### config.mk
export PLATFORM = sky130hd
export DESIGN_NAME = mips_run_controller
export DESIGN_NICKNAME = d
export VERILOG_FILES = /design/src/rtl/mips_run_pkg.sv /design/src/rtl/mips_run_controller.sv
export SDC_FILE = /design/constraint.sdc
export NUM_CORES = 1
export LEC_CHECK = 0
export ABC_AREA = 1
export ABC_CLOCK_PERIOD_IN_PS = 3200
export BUFFER_PORTS_ARGS = -buffer_cell sky130_fd_sc_hd__buf_2
export CAP_MARGIN = 20
export CORE_ASPECT_RATIO = 1.25
export CORE_MARGIN = 2
export CORE_UTILIZATION = 51
export DETAILED_ROUTE_END_ITERATION = 7
export HOLD_SLACK_MARGIN = 0.03
export PLACE_DENSITY = 0.86
export SLEW_MARGIN = 40
export SYNTH_ARGS = -nofsm -noshare
export SYNTH_HDL_FRONTEND = slang
export SYNTH_SLANG_ARGS = --single-unit
### constraint.sdc
create_clock -name clock -period 3.2 [get_ports clock]
set_clock_uncertainty 0.2 [all_clocks]
set_input_delay 0.64 -clock clock [delete_from_list [all_inputs] [get_ports clock]]
set_output_delay 0.64 -clock clock [all_outputs]
set_load 0.02 [all_outputs]
### src/rtl/mips_run_pkg.sv
// Shared types and default constants for the Mips32 run sequencer.
// Contents: run_state_e (controller phase), DEF_RESET_CYCLES, DEF_TIMEOUT.
package mips_run_pkg;

  // Controller phases: stream image, hold core in reset, supervise run, report.
  typedef enum logic [1:0] {
    LOAD     = 2'd0,
    CORE_RST = 2'd1,
    RUN      = 2'd2,
    DONE     = 2'd3
  } run_state_e;

  localparam int unsigned DEF_RESET_CYCLES = 4;
  localparam int unsigned DEF_TIMEOUT      = 1990;

endpackage

### src/rtl/mips_run_controller.sv
// Run sequencer for the Mips32 harness: streams a program image into the
// instruction memory, holds the core in reset for a fixed window, then
// supervises execution until the core halts or the cycle budget expires.
// Ports:
//   clock, reset                 - clock and async active-high reset
//   ld_valid/ld_ready/ld_data/ld_last - program word stream
//   restart                      - pulse, honoured only once the run is done
//   mem_we/mem_waddr/mem_wdata   - instruction-memory write port (combinational)
//   core_reset, core_halted      - core control and status
//   done, timed_out, cycles      - run result (registered)
module mips_run_controller
  import mips_run_pkg::*;
#(
  parameter int unsigned ADDR_WIDTH   = 8,
  parameter int unsigned DATA_WIDTH   = 32,
  parameter int unsigned RESET_CYCLES = DEF_RESET_CYCLES,
  parameter int unsigned CNT_WIDTH    = 16,
  parameter int unsigned TIMEOUT      = DEF_TIMEOUT
) (
  input  logic                  clock,
  input  logic                  reset,
  input  logic                  ld_valid,
  output logic                  ld_ready,
  input  logic [DATA_WIDTH-1:0] ld_data,
  input  logic                  ld_last,
  input  logic                  restart,
  output logic                  mem_we,
  output logic [ADDR_WIDTH-1:0] mem_waddr,
  output logic [DATA_WIDTH-1:0] mem_wdata,
  output logic                  core_reset,
  input  logic                  core_halted,
  output logic                  done,
  output logic                  timed_out,
  output logic [CNT_WIDTH-1:0]  cycles
);

  localparam int unsigned RST_CNT_W = (RESET_CYCLES > 1) ? $clog2(RESET_CYCLES) : 1;
  localparam logic [ADDR_WIDTH-1:0] WPTR_FULL   = '1;
  localparam logic [RST_CNT_W-1:0]  RST_LAST    = RST_CNT_W'(RESET_CYCLES - 1);
  localparam logic [CNT_WIDTH-1:0]  CNT_TIMEOUT = CNT_WIDTH'(TIMEOUT);

  run_state_e            r_state;
  run_state_e            w_state_nxt;
  logic [ADDR_WIDTH-1:0] r_wptr;
  logic [RST_CNT_W-1:0]  r_rst_cnt;
  logic [CNT_WIDTH-1:0]  r_cycles;
  logic                  r_done;
  logic                  r_timed_out;
  logic                  r_core_reset;

  logic                  w_accept;
  logic                  w_load_exit;
  logic                  w_rst_exit;
  logic [CNT_WIDTH-1:0]  w_cycles_inc;
  logic                  w_budget_hit;

  // The word at the full address is the last one the memory can take.
  assign w_accept     = (r_state == LOAD) && ld_valid;
  assign w_load_exit  = w_accept && (ld_last || (r_wptr == WPTR_FULL));
  assign w_rst_exit   = (r_rst_cnt == RST_LAST);
  assign w_cycles_inc = r_cycles + CNT_WIDTH'(1);
  assign w_budget_hit = (w_cycles_inc == CNT_TIMEOUT);

  // State register.
  always_ff @(posedge clock or posedge reset) begin
    if (reset) begin
      r_state <= LOAD;
    end else begin
      r_state <= w_state_nxt;
    end
  end

  // Next-state logic; a halt takes priority over the budget.
  always_comb begin
    w_state_nxt = r_state;
    case (r_state)
      LOAD:     if (w_load_exit) w_state_nxt = CORE_RST;
      CORE_RST: if (w_rst_exit) w_state_nxt = RUN;
      RUN:      if (core_halted || w_budget_hit) w_state_nxt = DONE;
      DONE:     if (restart) w_state_nxt = LOAD;
      default:  w_state_nxt = LOAD;
    endcase
  end

  // Combinational outputs: load handshake and memory write port.
  // Writes are suppressed while reset is asserted since no word is consumed then.
  always_comb begin
    ld_ready  = 1'b0;
    mem_we    = 1'b0;
    mem_waddr = r_wptr;
    mem_wdata = ld_data;
    if (r_state == LOAD) begin
      ld_ready = 1'b1;
      mem_we   = ld_valid && !reset;
    end
  end

  // Datapath: write pointer, reset window counter, run counter and result flags.
  always_ff @(posedge clock or posedge reset) begin
    if (reset) begin
      r_wptr       <= '0;
      r_rst_cnt    <= '0;
      r_cycles     <= '0;
      r_done       <= 1'b0;
      r_timed_out  <= 1'b0;
      r_core_reset <= 1'b1;
    end else begin
      r_core_reset <= (w_state_nxt != RUN);
      r_done       <= (w_state_nxt == DONE);
      case (r_state)
        LOAD: begin
          if (w_accept) r_wptr <= r_wptr + ADDR_WIDTH'(1);
          if (w_load_exit) begin
            r_rst_cnt <= '0;
            r_cycles  <= '0;
          end
        end
        CORE_RST: r_rst_cnt <= r_rst_cnt + RST_CNT_W'(1);
        RUN: begin
          if (core_halted) begin
            r_timed_out <= 1'b0;
          end else begin
            r_cycles    <= w_cycles_inc;
            r_timed_out <= w_budget_hit;
          end
        end
        DONE: begin
          if (restart) begin
            r_wptr      <= '0;
            r_cycles    <= '0;
            r_timed_out <= 1'b0;
          end
        end
        default: ;
      endcase
    end
  end

  assign core_reset = r_core_reset;
  assign done       = r_done;
  assign timed_out  = r_timed_out;
  assign cycles     = r_cycles;

endmodule

# Word-level counts from Yosys, hierarchy flattened
# Index checks and enable logic that the tools add are counted.
[totals] in_bits=38 memories=0 ramBits=0 latchBits=0 output_inout_bits=61 wordCells=56 romBits=0 ff_bits=31
[op_classes] mux=19 add_sub_neg=3 reduce_logical=15 bitwise=0 eq_ne=12 magnitude_cmp=0 n_shift=0 mul=0 div=0
[op_table] op="16-bit two-way mux" n=3
[op_table] op="16-bit one-hot mux with 3 select lines" n=1
[op_table] op="16-bit by 1-bit adder with 16-bit output, second input constant" n=1
[op_table] op="16-bit by 11-bit == test with 1-bit output, second input constant" n=1
[op_table] op="8-bit two-way mux" n=2
[op_table] op="8-bit one-hot mux with 2 select lines" n=1
[op_table] op="2-bit two-way mux" n=5
[op_table] op="2-bit != test, second input constant" n=5
[op_table] op="8-bit by 1-bit adder with 8-bit output, second input constant" n=1
[op_table] op="2-bit == test, second input constant" n=4
[op_table] op="8-bit == test, second input constant" n=1
[op_table] op="2-bit one-hot mux with 4 select lines" n=1
[op_table] op="2-bit nonzero test" n=3
[op_table] op="1-bit two-way mux" n=4
[op_table] op="2-bit one-hot mux with 2 select lines" n=1
[op_table] op="2-bit AND reduction" n=2
[op_table] op="4-bit AND reduction" n=1
[op_table] op="1-bit logical AND" n=3
[op_table] op="3-bit AND reduction" n=1
[op_table] op="3-bit nonzero test" n=1
[op_table] op="2-bit by 1-bit adder with 2-bit output, second input constant" n=1
[op_table] op="2-bit by 1-bit == test with 1-bit output, second input constant" n=1
[op_table] op="2-bit zero test" n=1
[op_table] op="1-bit logical OR" n=2
[op_table] op="other kinds (2)" n=2

# Longest topological paths before layout
# Gate-level depths: netlist of run 1.
[depth] depth_word=6 ltp_mapped=15 depth_no_buf=15

# Least setup slack after synthesis of run 1
# Ideal clock, no wire load.
[synth_timing] path_type="flip-flop to output port" from="reg r_state[0]" to="out mem_we" path_slack_ns=1.023 path_buffers=0 path_stages_with_launch=5 arrival_ns=1.337 cell_sequence="dfrtp_1 -> inv_1 -> ha_1 -> nand2_1 -> nor2_1"
[synth_via] elab_chain_cells=2
[synth_rtl] item="start: declaration" line="mips_run_controller.sv:42" rtl="run_state_e r_state;"
[synth_rtl] item="start signal: assignment" line="mips_run_controller.sv:69" rtl="r_state <= w_state_nxt;"
[synth_rtl] item="2-bit zero test" line="mips_run_controller.sv:92" rtl="if (r_state == LOAD) begin"
[synth_rtl] item="1-bit two-way mux" line="mips_run_controller.sv:92"
[synth_rtl] item="end: declaration" line="mips_run_controller.sv:27" rtl="output logic mem_we,"
# Every way passes these cells.

# Final worst setup path of run 1
[layout_timing] from="reg r_state[0]" to="reg r_cycles[15] (netlist: cycles[15])"
[layout_via] elab_chain_cells=5
[layout_rtl] item="2-bit zero test" line="mips_run_controller.sv:58, mips_run_controller.sv:110"
[layout_rtl] item="1-bit logical AND" line="mips_run_controller.sv:58" rtl="assign w_accept = (r_state == LOAD) && ld_valid;"
[layout_rtl] item="1-bit logical AND" line="mips_run_controller.sv:59" rtl="assign w_load_exit = w_accept && (ld_last || (r_wptr == WPTR_FULL));"
[layout_rtl] item="2-bit != test (no source line)"
[layout_rtl] item="4-bit AND reduction (no source line)"
[layout_rtl] item="end signal: assignment" line="mips_run_controller.sv:123" rtl="r_cycles <= w_cycles_inc;"
[layout_rtl] item="end: declaration" line="mips_run_controller.sv:46" rtl="logic [CNT_WIDTH-1:0] r_cycles;"
# Several ways; a longest one is shown, not always the timed one.
# A chain may end at the register's enable or synchronous reset.

==> flow_summary.json, run 1 <==
{
  "r2r_slack_ns": 0.60,
  "numCtsBuffers": 5,
  "period_minus_slack_ns": 2.60,
  "synthTopCellsByArea": "dfrtp_1, buf_4, nand2_1, inv_1, nand3_1",
  "cp_max_fo": 20,
  "crit_path_end_kind": "flop",
  "core-area_um2": 4100,
  "worst-setup-path-type": "flop to flop",
  "internal_power_mw": 0.822,
  "die_x_um": 62.5,
  "reg2regPathDepth": 10,
  "cp.arrival_ns": 2.59,
  "cts.sinks": 31,
  "syn_nets": 333,
  "track_usage": 0.200,
  "synth_largest_area_cell": "dfrtp_1",
  "drv_slew": 0,
  "dpl.cell_count": 343,
  "hold_class": "input pin to asynchronous set/reset pin",
  "powerDensity_nw_per_um2": 649,
  "cts_root_buf": "clkbuf_8",
  "finalHoldViolCount": 0,
  "hpwl_mm": 3.34,
  "clk_latency_ns": 0.28,
  "sw_frac_of_total": 0.436,
  "cts_tree": "yes",
  "setup_viol": 0,
  "maxCapViolCount": 0,
  "fin_tns_setup_ns": 0,
  "synth.top_cell.area_share": 0.344,
  "ys_seq_area_frac": 0.356,
  "async_flop_share": 1.00,
  "mostFrequentLayoutCells": "nand2_1, inv_1, buf_2",
  "place_area_um2": 2160,
  "r2r-end": "cycles[15]$_DFFE_PP0P_",
  "power_mw": 1.46,
  "yosysWarnings": 0,
  "grt_pass1_wl_mm": 7.69,
  "rows": 26,
  "max_slew.worst_pin.slew_ns": 0.718,
  "register_area_um2": 777,
  "final_area_um2": 2240,
  "r2r_start": "r_state[0]$_DFF_PP0_",
  "die-area_um2": 4820,
  "post-route-period-util": 0.812,
  "ir_drop_uv": 606,
  "mostFrequentLayoutCell": "nand2_1",
  "synth-main-ff-cell": "dfrtp_1",
  "grt_pass1_vias": 1775,
  "power_frac_seq": 0.381,
  "maxSlewHeadroom": 0.521,
  "io_buffers": 34,
  "status": "finished clean",
  "syn_area_per_cell_um2": 7.60,
  "htreeDepth": 2,
  "syn_area_um2": 2180,
  "syn_inst": 287,
  "syn2layout_area_growth_pct": 2.87,
  "clkPwrFrac": 0.204,
  "drive_above_1_share": 0.227,
  "p_switching_mw": 0.635,
  "die_h_um": 77.1,
  "worst_setup_path_start_kind": "flop",
  "grt-ovfl-total": 0,
  "drt-initial-drc-count": 96,
  "io_pins": 99,
  "cts_hold_buf": 0,
  "synth_cell_types": 30,
  "wl_per_cell_um": 12.9,
  "detail-route-antenna-nets": 0,
  "grt_max_degree": 32,
  "combinationalPowerShare": 0.416,
  "start_util": 0.532,
  "path_clk_slew_ns": 0.07,
  "postCtsSetupBuffers": 0,
  "required_ns": 3.19,
  "via_count": 1867,
  "grt_antenna_before_repair": 0,
  "rsz0062_at_grt": "false",
  "final_nets": 340,
  "viasPerCell": 5.32,
  "fmax_ghz": 0.385,
  "drcViolationCount": 0,
  "cts_resized": 0,
  "ys_seq_elements": 31,
  "synth-edff-count": 0,
  "fill_cells": 410,
  "p_leak_nw": 1.08,
  "fin_cells": 351,
  "multi_input_area_um2": 988,
  "first_pass_iters": 4,
  "wirelength_mm": 4.53,
  "num_antenna_cells": 0,
  "gp_congestion": 0.848,
  "clockBufferDepth": 2
}
stage by stage:
step | util | hold WS [ns] | setup WS, ns
CTS | 0.548 | 0.262 | 0.621
global placement | 0.528 | 0.275 | 0.813
global route | 0.548 | 0.298 | 0.304
floorplan | - | 0.247 | 1.02
detailed placement | 0.528 | 0.276 | 0.688
finish | 0.548 | 0.254 | 0.602
Yosys cell counts (7+ instances only):
cell type and instances:
nand2_1 49, inv_1 37, buf_4 34, dfrtp_1 30
nor2_1 23, nand3_1 21, o21ai_0 19, a21oi_1 11
ha_1 8, o22ai_1 8, nand4_1 7
cell families after synthesis:
group	after synthesis	share of synthesized area
AOI/OAI and AO/OA	44	0.111
xor gates and xnor gates	2	0.0115
adders and majority gates	8	0.0459
buffers and inverters	75	0.191
DFF	31	0.356
and+or+nand+nor	127	0.284
layout make-up:
type | instances | area share
clock buffers | 7 | 0.0340
well taps | 56 | 0.0312
clock inverters | 1 | 0.00223
multi-input cells | 181 | 0.440
flip-flops and latches | 31 | 0.346
inverters | 40 | 0.0669
repair buffers | 35 | 0.0792
worst max-delay path by stage:
stage,from,end,slack [ns],cells past startpoint
after floorplan,r_state[0]$_DFF_PP0_,mem_we,1.02,4
after global placement,r_state[1]$_DFF_PP0_,cycles[15]$_DFFE_PP0P_,0.81,10
after detailed placement,r_state[0]$_DFF_PP0_,cycles[15]$_DFFE_PP0P_,0.69,10
after CTS,r_state[0]$_DFF_PP0_,cycles[15]$_DFFE_PP0P_,0.62,10
after global routing,r_state[1]$_DFF_PP0_,cycles[15]$_DFFE_PP0P_,0.30,10
final,r_state[0]$_DFF_PP0_,cycles[15]$_DFFE_PP0P_,0.60,10
power groups by stage:
stage          Clock, mW  Sequential (mW)  Combinational [mW]
3_3_place_gp           0            0.558               0.583
2_1_floorplan          0            0.621               0.463
3_5_place_dp           0            0.561               0.601
5_1_grt            0.318            0.570               0.675
6_report           0.297            0.555               0.606
4_1_cts            0.307            0.556               0.609
worst max-delay path, stage by stage (launching register included):
cell and delay (ns):
dfrtp_1 0.43, inv_1 0.13, ha_1 0.33, nand2_1 0.16
inv_1 0.11, o21ai_2 0.09, nand2_2 0.12, nand2_1 0.10
nor2_2 0.56, nand3_1 0.14, o21ai_0 0.13
sequential cells by signal, summed over array words and instances, names as in the netlist:
signal / count
r_state: 2
timed_out: 1
core_reset: 1
done: 1
cycles: 16
mem_waddr: 8
r_rst_cnt: 2
per-layer routing:
metal  up-vias  GRT usage  wire (µm)
met5         -          0          0
met4         0      0.124         87
met3        12     0.0557        306
met2        74      0.337       2320
met1       867      0.223       1820
li1        914          -          -
Power figures use the tool's default switching activity.
==> run 2, diff against run 1 <==
Settings changed: ABC_CLOCK_PERIOD_IN_PS 3200 to 2480, CORE_UTILIZATION 51 to 47, PLACE_DENSITY 0.86 to 0.8.
Clock period 3.2 ns to 2.48 ns, I/O delays scaled along.
==> run 2 against run 1 <==
Routed wire length is 2.2% lower; sequential cell count stayed put; via count is 0.32% lower; hold slack worse by 0.16 ns; die area is 8.0% higher; sequential power is 29% higher; final area is 0.78% higher; clock power is 30% higher; core utilization is 3.6 points lower; combinational power is 33% higher; critical path depth is 5 lower; setup slack worse by 0.38 ns.
==> flow_summary.json, run 2 (synthesis gave the netlist of run 1 again) <==
{
  "htreeDepth": 2,
  "wl_per_cell_um": 12.5,
  "max_slew.worst_pin.slew_ns": 0.443,
  "grt_pass1_vias": 1793,
  "rsz0062_at_grt": "false",
  "drv_slew": 0,
  "syn2layout_area_growth_pct": 3.67,
  "io_pins": 99,
  "cts_root_buf": "clkbuf_8",
  "fmax_ghz": 0.442,
  "hpwl_mm": 3.29,
  "drcViolationCount": 0,
  "crit_path_end_kind": "output pin",
  "dpl.cell_count": 347,
  "required_ns": 1.78,
  "maxSlewHeadroom": 0.703,
  "worst-setup-path-type": "flop to output pin",
  "cts_hold_buf": 0,
  "mostFrequentLayoutCell": "nand2_1",
  "ir_drop_uv": 625,
  "hold_class": "input pin to asynchronous set/reset pin",
  "postCtsSetupBuffers": 0,
  "first_pass_iters": 4,
  "io_buffers": 34,
  "cp_max_fo": 7,
  "setup_viol": 0,
  "grt_pass1_wl_mm": 7.60,
  "register_area_um2": 777,
  "gp_congestion": 1.00,
  "detail-route-antenna-nets": 0,
  "grt-ovfl-total": 0,
  "mostFrequentLayoutCells": "nand2_1, inv_1, buf_2",
  "cts.sinks": 31,
  "cts_resized": 0,
  "cp.arrival_ns": 1.56,
  "maxCapViolCount": 0,
  "die_x_um": 64.9,
  "clockBufferDepth": 2,
  "multi_input_area_um2": 988,
  "final_nets": 342,
  "grt_max_degree": 32,
  "numCtsBuffers": 5,
  "drt-initial-drc-count": 127,
  "worst_setup_path_start_kind": "flop",
  "p_leak_nw": 1.09,
  "start_util": 0.493,
  "track_usage": 0.187,
  "finalHoldViolCount": 0,
  "viasPerCell": 5.24,
  "period_minus_slack_ns": 2.26,
  "die-area_um2": 5210,
  "num_antenna_cells": 0,
  "wirelength_mm": 4.44,
  "clk_latency_ns": 0.29,
  "path_clk_slew_ns": 0.07,
  "grt_antenna_before_repair": 0,
  "drive_above_1_share": 0.232,
  "via_count": 1861,
  "fin_cells": 355,
  "fin_tns_setup_ns": 0,
  "largest_reg_flops": 16,
  "rows": 27,
  "post-route-period-util": 0.912,
  "die_h_um": 80.2,
  "status": "finished clean",
  "core-area_um2": 4430,
  "powerDensity_nw_per_um2": 843,
  "cts_tree": "yes",
  "fill_cells": 442
}
run 2: changes by cell type in the layout (fill, tap and decap cells not counted), sizes merged:
cell  previous run  this run
buf             35        37
run 2: power breakdown:
part / switching [mW] / total (mW) / internal, mW
clock network: 0.190 / 0.386 / 0.197
registers: 0.101 / 0.717 / 0.617
logic: 0.535 / 0.803 / 0.268
run 2: layer usage:
layer	GRT usage	up-vias	wire length, µm
li1	-	923	-
met1	0.223	847	1900
met2	0.308	75	2090
met3	0.0434	16	300
met4	0.104	0	141
met5	0	-	0
run 2: final timing paths:
check	from	to	slack (ns)	depth (start not counted)
setup / recovery	r_state[0]$_DFF_PP0_	mem_we	0.22	5
hold / removal	reset	mem_waddr[1]$_DFFE_PP0P_	0.09	3
setup reg to reg	r_state[0]$_DFF_PP0_	cycles[14]$_DFFE_PP0P_	0.26	10
hold reg to reg	r_rst_cnt[0]$_DFFE_PP0P_	r_rst_cnt[0]$_DFFE_PP0P_	0.30	1
max in group asynchronous	reset	core_reset$_DFF_PP1_	1.67	3
min in group clock	r_rst_cnt[0]$_DFFE_PP0P_	r_rst_cnt[0]$_DFFE_PP0P_	0.30	1
run 2: final cells by class:
cell class,count,share of cell area
clock buffer,7,0.0337
clock inverter,1,0.00221
inverter,40,0.0664
multi-input combinational,181,0.437
sequential,31,0.343
tap,58,0.0321
timing repair buffer,37,0.0852
run 2: metrics by stage:
stage / hold slack (ns) / worst slack (ns) / area [µm²] / utilization / power, mW
floorplan: 0.247 / 0.368 / 2180 / - / 1.40
global placement: 0.276 / 0.301 / 2180 / 0.493 / 1.52
detailed placement: 0.282 / 0.262 / 2180 / 0.493 / 1.53
CTS: 0.0966 / 0.210 / 2260 / 0.511 / 1.92
global route: 0.124 / 0.00157 / 2260 / 0.511 / 2.06
finish: 0.0891 / 0.219 / 2260 / 0.511 / 1.91
run 2: worst max-delay path: stages (launching register included):
cell,delay [ns]
dfrtp_1,0.44
inv_1,0.12
ha_1,0.30
nand2_1,0.15
nor2_1,0.10
buf_2,0.16
